File: src/rtl/btn_debounce_pulse.sv
// btn_debounce_pulse
//   Turns a raw, bouncing push-button into a clean debounced level plus
//   single-cycle press/release pulses that advance the 4-bit counter.
//
// Parameters
//   CNT_MAX       consecutive stable cycles needed to accept a level change (>= 2)
//
// Ports
//   clk           sole clock, rising edge
//   rst           asynchronous active-high reset
//   btn_in        raw button level, asynchronous to clk
//   btn_state     registered debounced level
//   press_pulse   registered one-cycle pulse per accepted press
//   release_pulse registered one-cycle pulse per accepted release
module btn_debounce_pulse #(
    parameter int unsigned CNT_MAX = 1000000
) (
    input  logic clk,
    input  logic rst,
    input  logic btn_in,
    output logic btn_state,
    output logic press_pulse,
    output logic release_pulse
);

    localparam int unsigned CW = (CNT_MAX > 1) ? $clog2(CNT_MAX) : 1;
    localparam logic [CW-1:0] CNT_LAST = CW'(CNT_MAX - 1);

    typedef enum logic [1:0] {
        IDLE,
        ARM_HI,
        HIGH,
        ARM_LO
    } state_t;

    state_t        state, state_n;
    logic [CW-1:0] cnt, cnt_n;
    logic          sync1, btn_sync;
    logic          btn_state_n, press_n, release_n;

    // Two-flop synchronizer; only btn_sync is used downstream.
    always_ff @(posedge clk or posedge rst) begin
        if (rst) begin
            sync1    <= 1'b0;
            btn_sync <= 1'b0;
        end else begin
            sync1    <= btn_in;
            btn_sync <= sync1;
        end
    end

    always_ff @(posedge clk or posedge rst) begin
        if (rst) begin
            state         <= IDLE;
            cnt           <= '0;
            btn_state     <= 1'b0;
            press_pulse   <= 1'b0;
            release_pulse <= 1'b0;
        end else begin
            state         <= state_n;
            cnt           <= cnt_n;
            btn_state     <= btn_state_n;
            press_pulse   <= press_n;
            release_pulse <= release_n;
        end
    end

    // The counter is held at zero in the stable states, so every entry into
    // an ARM state starts from 0 and the counter can never pass CNT_LAST.
    always_comb begin
        state_n   = state;
        cnt_n     = cnt;
        press_n   = 1'b0;
        release_n = 1'b0;
        unique case (state)
            IDLE: begin
                cnt_n = '0;
                if (btn_sync) state_n = ARM_HI;
            end
            ARM_HI: begin
                if (!btn_sync) begin
                    state_n = IDLE;
                    cnt_n   = '0;
                end else if (cnt == CNT_LAST) begin
                    state_n = HIGH;
                    cnt_n   = '0;
                    press_n = 1'b1;
                end else begin
                    cnt_n = cnt + 1'b1;
                end
            end
            HIGH: begin
                cnt_n = '0;
                if (!btn_sync) state_n = ARM_LO;
            end
            ARM_LO: begin
                if (btn_sync) begin
                    state_n = HIGH;
                    cnt_n   = '0;
                end else if (cnt == CNT_LAST) begin
                    state_n   = IDLE;
                    cnt_n     = '0;
                    release_n = 1'b1;
                end else begin
                    cnt_n = cnt + 1'b1;
                end
            end
            default: begin
                state_n = IDLE;
                cnt_n   = '0;
            end
        endcase
        // Registered from the next state so btn_state tracks the state register.
        btn_state_n = (state_n == HIGH) || (state_n == ARM_LO);
    end

endmodule

File: config.mk
export PLATFORM = sky130hd
export DESIGN_NAME = btn_debounce_pulse
export DESIGN_NICKNAME = d
export VERILOG_FILES = /design/src/rtl/btn_debounce_pulse.sv
export SDC_FILE = /design/constraint.sdc
export NUM_CORES = 1
export LEC_CHECK = 0
export ABC_AREA = 1
export CAP_MARGIN = 30
export CORE_MARGIN = 8
export CORE_UTILIZATION = 25
export DETAILED_ROUTE_END_ITERATION = 12
export PLACE_DENSITY = 0.36
export SLEW_MARGIN = 20
export SYNTH_ARGS = -nofsm -noshare
export SYNTH_HDL_FRONTEND = slang
export SYNTH_SLANG_ARGS = --single-unit
File: constraint.sdc
create_clock -name clk -period 2 [get_ports clk]
set_input_delay 0.3 -clock clk [delete_from_list [all_inputs] [get_ports clk]]
set_output_delay 0.3 -clock clk [all_outputs]
set_load 0.02 [all_outputs]
# [Word level (Yosys, flattened, before mapping)]
# Cells that the tools add are included.
[op_classes] add_sub_neg=1 n_eq_ne=6 mux=16 reduce_logical=3
[op_table] op="$mux W20" count=3
[op_table] op="$pmux W20 S3" count=1
[op_table] op="$add A20 B1 Y20 const B" count=1
[op_table] op="$eq A20 B20 Y1 const B" count=1
[op_table] op="$mux W2" count=6
[op_table] op="$eq A2 B2 Y1 const B" count=4
[op_table] op="$pmux W2 S4" count=1
[op_table] op="$mux W1" count=5
[op_table] op="$eq A2 B1 Y1 const B" count=1
[op_table] op="$logic_not A2 Y1" count=1
[op_table] op="$reduce_or A2 Y1" count=1
[op_table] op="$logic_or A1 B1 Y1" count=1
[totals] reg_bits=27 input_bits=3 output_inout_bits=3 wordCells=33

# [Logic depth before layout (Yosys ltp)]
# Gate-level depths: netlist of the first run.
[depth] ltp_word=6 mapped_depth=9 depth_no_buf=9

# [Least setup slack after synthesis of the first run]
# Ideal clock, no wire load.
[synth_path] path_type="flip-flop to flip-flop" from="reg cnt[0]" to="reg cnt[8]" setup_time_ps=128 arrival_time_ps=1350 required_ps=1872 setup_slack_ps=522 stages_incl_launch_ff=10 n_path_buf=1 synth_period_minus_slack_ps=1478 path_cell_list="dfrtp_1 ha_1 nand3_2 inv_2 nand3_1 nor2_4 nor2_8 inv_6 buf_12 nor2_4"
[synth_between] elab_chain_len=4 elab_cells_between_ends=6 cone_classes="add/sub: 1; eq/ne: 1; mux: 4"
[synth_lines] item="from (decl)" line="37" rtl="logic [CW-1:0] cnt, cnt_n;"
[synth_lines] item="from (signal assigned)" line="61" rtl="cnt <= cnt_n;"
[synth_lines] item="$add A20 B1 Y20 / $eq A20 B20 Y1 (equally long branches)"
[synth_lines] item="$mux W20 *" line="84, 100"
[synth_lines] item="$mux W20, on equally long branches" line="97, 81"
[synth_lines] item="$pmux W20 S3 *" line="75" rtl="unique case (state)"
[synth_lines] item="net cnt_n[8]" line="37"
# The timed path passes the listed nets; every way through them passes the cells marked *.

# [Final worst setup path of the first run]
[layout_path] from="reg cnt[0]" to="reg cnt[10]"
# Same word-level chain as after synthesis.

==> metrics, run 1 <==
Critical Path RT=2160 ps; Setup CP Type=reg2reg; Via density=a little over 4; row cnt=28; RR Startpoint=cnt[0]; Starting Density=0.255; Arr. time, crit path=approximately 1800 ps; Fmax achieved=618 MHz; share of the synthesized area in the top cell type=0.440; TritonCTS buffer count=3; Cells after Synth=181; maximum clock path buffer count=2; Setup TNS=0 ps; Syn Area/Cell=8.18 um2; PostCTS Resize Cnt=0; Comb power frac=0.046; Int Pwr=slightly above 800 uW; Hold/Removal Path Class=in2async; cells along the critical path=ha_1 > nand3_2 > inv_2 > nand3_1 > nor2_4 > nor2_8 > inv_6 > nor2_1; GR Overflow Total=0; DR WL/cell=11.4 um; Area contributors post-synth=dfrtp_1 (44%), nand2_1 (11%), nor2_1 (9.1%), nor2_4 (8.4%), inv_1 (5.1%); GR Util met1=0.0916; Post-synth ARST share=1.00; Pre-antenna DRT Iters=4; Static Leakage=between 0.0007 and 0.0008 uW; synthesized flop and latch total=26; CTS H-tree depth=1; post-CTS setup buffer count=0; Synth cell types=26; Slew Limit Headroom=0.771; Layout Skew=5.50 ps; PwrDens=a little over 600 nW/um2; clock slew at reported path FFs=100 ps; Final min period=1620 ps; initial antenna violation count=0; CP delay by family, top=simple AND/OR/NAND/NOR gates; Storage cell area=651 um2; GR Util met2=0.130; proportion of layout cells with a drive suffix above 1=0.137; Chip Height=92.9 um; top-level I/O count=6; GR Util met3=0.0146; CTS tree=built; clock root cell=clkbuf_8; Die X=a little over 90 um; vias in the first global route=1,169; pin count of the biggest net entering global routing=16; placed insts=roughly 260; hpwl dp=roughly 2.4 mm; Syn Nets=185; run status=finished clean; Ys Warns=0; hold_buf cts=0; net switching power=220 uW; crit-path max FO=12; CP bufs+invs=2; unrepaired setup endpoints after global routing=no; final WL=3.02 mm; Worst-Skew Late Latency=280 ps; slowest CP cell=dfrtp_1; Worst setup SP type=flop; Critical path origin=cnt[0]; register area share after synthesis=0.440; max incr delay on CP=420 ps; gpl congestion=0.775; Multi-input gate area=714 um2; number of port buffers=5; Post-route DRC=0; top-count cell post-synth=nand2_1; top_reg_cell synth=dfrtp_1; CTS Sinks=26; CP endpoint kind=flop; Most Crowded Layer GR=met2; diodes inserted=0; initial detailed-routing violation count=41; Post-synth top cells=nand2_1 (43), nor2_1 (36), dfrtp_1 (26); fill count=670; EDFF count, synth=0; DRT antenna net count=0; Core ar.=5820 um2; Switching Fraction=0.213; Max VDD drop=0.218 mV; final setup violation count=0; max_cap viols=0; first-pass GRT wire length=between 5 and 6 mm; GRT Total Usage=0.0773; via count=1,097; largest area contributor in the netlist=dfrtp_1; mapped cell area=1480 um2; Total Nets Final=around 200; Final Cycle Share=0.809; Slew Limit Fails=0; die footprint=8640 um2; sequential share of power=0.518; Hold Violations, Final=0; transition time of the tightest slew-check pin=340 ps; Layout area overhead=13.7%; non-filler instance count after layout=265; Clk pwr share=0.437
final timing paths:
kind,end,slack [ps],cells past startpoint
min in group clk,btn_sync,370,0
hold reg to reg,btn_sync,370,0
hold / removal,btn_sync,330,3
setup / recovery,cnt[10],380,8
setup reg to reg,cnt[10],380,8
max in group asynchronous,cnt[11],1490,3
power groups by stage:
stage	Clock, uW	Combinational [uW]	Sequential [uW]
global route	483	53.8	536
finish	451	47.0	535
global placement	0	48.4	545
floorplan	0	38.7	544
CTS	468	49.0	535
detailed placement	0	48.9	545
cell families (layout without fill, tap and decap cells):
family | after synthesis | in the layout | share of synthesized area
simple gates | 115 | 115 | 0.399
flops | 26 | 26 | 0.440
buf+inv | 24 | 33 | 0.0778
xor+xnor | 9 | 9 | 0.0533
compound gates | 6 | 6 | 0.0220
fa+ha+maj | 1 | 1 | 0.00845
cell usage in the layout, fill, tap and decap left out, drive strengths merged, types with 2 or more instances in the layout:
| cell type | count |
|---|---|
| nor2 | 49 |
| nand4 | 2 |
| clkdlybuf4s50 | 5 |
| nand3 | 14 |
| clkbuf | 3 |
| buf | 2 |
| dfrtp | 26 |
| inv | 22 |
| xnor2 | 2 |
| xor2 | 7 |
| nand2 | 46 |
| a21oi | 4 |
worst reg2reg max path, stage by stage (launching register included):
cell,delay (ps)
dfrtp_1,420
ha_1,220
nand3_2,120
inv_2,90
nand3_1,110
nor2_4,180
nor2_8,80
inv_6,190
nor2_1,80
layer usage:
metal,share of wire,up-vias,wire length [um]
li1,-,568,-
met2,0.48,12,1440
met5,0,-,0
met3,0.024,6,73
met1,0.48,511,1440
met4,0.020,0,60
cell type report:
type                            count  area share
Multi-Input combinational cell    131       0.425
Sequential cell                    26       0.387
Tap cell                           75      0.0558
Inverter                           22      0.0520
Timing Repair Buffer                7      0.0387
Clock buffer                        3      0.0245
Clock inverter                      1      0.0178
sequential cells by signal (all words and copies together) (netlist names):
register and flops:
release_pulse 1, btn_sync 1, state 1, sync1 1, press_pulse 1, btn_state 1
cnt 20
stage by stage:
| stage | setup slack, ps | util | total power [uW] | hold WS, ps | area, um2 |
|---|---|---|---|---|---|
| final | 382 | 0.289 | 1030 | 334 | 1680 |
| after floorplan | 522 | - | 583 | 331 | 1480 |
| after global placement | 427 | 0.277 | 594 | 337 | 1610 |
| after global routing | 229 | 0.289 | 1070 | 347 | 1680 |
| after detailed placement | 395 | 0.277 | 594 | 351 | 1610 |
| after CTS | 360 | 0.289 | 1050 | 338 | 1680 |
Note: power is estimated with default switching activity, not from simulation.
==> run 2: changes to the inputs <==
==> constraint.sdc (replaced) <==
create_clock -name clk -period 1.5 [get_ports clk]
set_input_delay 0.225 -clock clk [delete_from_list [all_inputs] [get_ports clk]]
set_output_delay 0.225 -clock clk [all_outputs]
set_load 0.02 [all_outputs]
==> metrics, run 2 (synthesis gave the netlist of run 1 again) <==
transition time of the tightest slew-check pin=343 ps (+3.45 ps); Pre-antenna DRT Iters=4 (unchanged); PwrDens=668 nW/um2 (+8.9%); max_cap viols=0 (unchanged); max reg flops=20 (unchanged); run status=finished clean; GR Overflow Total=0 (unchanged); initial detailed-routing violation count=64 (+56%); CTS tree=built; final setup violation count=0 (unchanged); hpwl dp=2.38 mm (+0.23%); commonest non-fill, non-tap cell in the layout=nand2_1; Starting Density=0.255 (unchanged); FF-to-FF End=cnt[10]; Core ar.=5820 um2 (unchanged); crit-path max FO=1 (-11); Worst-Skew Late Latency=270 ps (about the same); maximum clock path buffer count=2 (unchanged); final instance area=1870 um2 (+11%); first-pass GRT wire length=5.41 mm (+1.7%); Stages on worst setup path=1 (-7); clock slew at reported path FFs=90 ps (about the same); Max VDD drop=0.372 mV (+71%); fill count=631 (-5.8%); number of port buffers=5 (unchanged); GRT Total Usage=0.0794 (+0.00204); Chip Height=92.9 um (unchanged); initial antenna violation count=0 (unchanged); dpl cell area=1710 um2 (+6.4%); non-filler instance count after layout=283 (+6.8%); Layout area overhead=26.1%; via count=1,184 (+7.9%); die footprint=8640 um2 (unchanged); Die X=92.9 um (unchanged); Worst setup SP type=flop; max incr delay on CP=600 ps (+180 ps); Slew Limit Headroom=0.771 (about the same); Final Cycle Share=0.947; gpl congestion=0.801 (+3.3%); Setup CP Type=reg2out; CTS Sinks=26 (unchanged); slowest CP cell=clkdlybuf4s50_1; final WL=3.17 mm (+5.0%); crit path capture=release_pulse; Fmax achieved=704 MHz; Slew Limit Fails=0 (unchanged); Setup TNS=0 ps (unchanged); proportion of layout cells with a drive suffix above 1=0.255 (+0.118); Hold Violations, Final=0 (unchanged); Largest Register=cnt; hold_buf cts=0 (unchanged); DRT antenna net count=0 (unchanged); vias in the first global route=1,138 (-2.7%); Layout Skew=4.40 ps (-1.10 ps); pin count of the biggest net entering global routing=27 (+11); cells along the critical path=clkdlybuf4s50_1; CP bufs+invs=1 (-1); diodes inserted=0 (unchanged); unrepaired setup endpoints after global routing=no; CP delay by family, top=buffers and inverters; Total Nets Final=213 (+9.2%); RR Startpoint=cnt[1]; Post-route DRC=0 (unchanged); Design Power=1250 uW (+21%); Critical Path RT=1270 ps (-890 ps); Storage cell area=652 um2 (+0.19%); Static Leakage=0.000789 uW (+12%); clock root cell=clkbuf_8; row cnt=28 (unchanged); placed insts=273 (+4.6%); Final min period=1420 ps; top-level I/O count=6 (unchanged); DR WL/cell=11.2 um (-1.6%); Via density=4.18 (+1.1%); CP endpoint kind=primary output; worst reg2reg setup slack=100 ps (-280 ps); cells on worst reg2reg path=8 (unchanged); TritonCTS buffer count=3 (unchanged); Critical path origin=release_pulse; most frequent cells in the layout=nand2_1 (43), nor2_1 (31), dfrtp_1 (25), inv_1 (19), buf_4 (19); Arr. time, crit path=1200 ps (-580 ps); CTS H-tree depth=1 (unchanged); Hold/Removal Path Class=in2async; Multi-input gate area=762 um2 (+6.7%)
## run 2: worst min path at each step
stage / from / end / slack, ps / cells after the start
finish: rst / cnt[19] / 300 / 3
global route: rst / cnt[15] / 340 / 3
CTS: rst / release_pulse / 310 / 3
detailed placement: sync1 / btn_sync / 340 / 0
global placement: sync1 / btn_sync / 330 / 0
floorplan: btn_in / sync1 / 260 / 0
## run 2: where the power goes
group / switching [uW] / internal [uW]
logic: 46.4 / 25.6
clock network: 228 / 235
registers: 6.33 / 707
total: 280 / 967
## run 2: final cells by class
type | instances | area share
Clock buffer | 4 | 0.0295
Timing Repair Buffer | 25 | 0.113
Sequential cell | 26 | 0.349
Tap cell | 75 | 0.0503
Multi-Input combinational cell | 131 | 0.408
Inverter | 22 | 0.0496
## run 2: per-layer routing
layer,global-route usage,share of wire,vias to the layer above
met2,0.133,0.50,11
met3,0.0146,0.030,4
li1,-,-,607
met1,0.0974,0.46,562
met4,0.0322,0.015,0
met5,0,0,-
## run 2: metrics by stage
step           setup slack, ps  utilization  hold WS, ps
3_5_place_dp            -0.173        0.295          337
2_1_floorplan             22.4            -          256
4_1_cts                   19.2        0.304          310
5_1_grt                   2.60        0.321          343
3_3_place_gp              11.4        0.295          334
6_report                  78.9        0.321          298
## run 2: repair_timing
action                                  CTS  global route
cloned                                    0             0
endpoints found under the setup margin    3            22
pin swaps                                 0             4
gates resized for setup                   2            14
setup buffers                             0             6
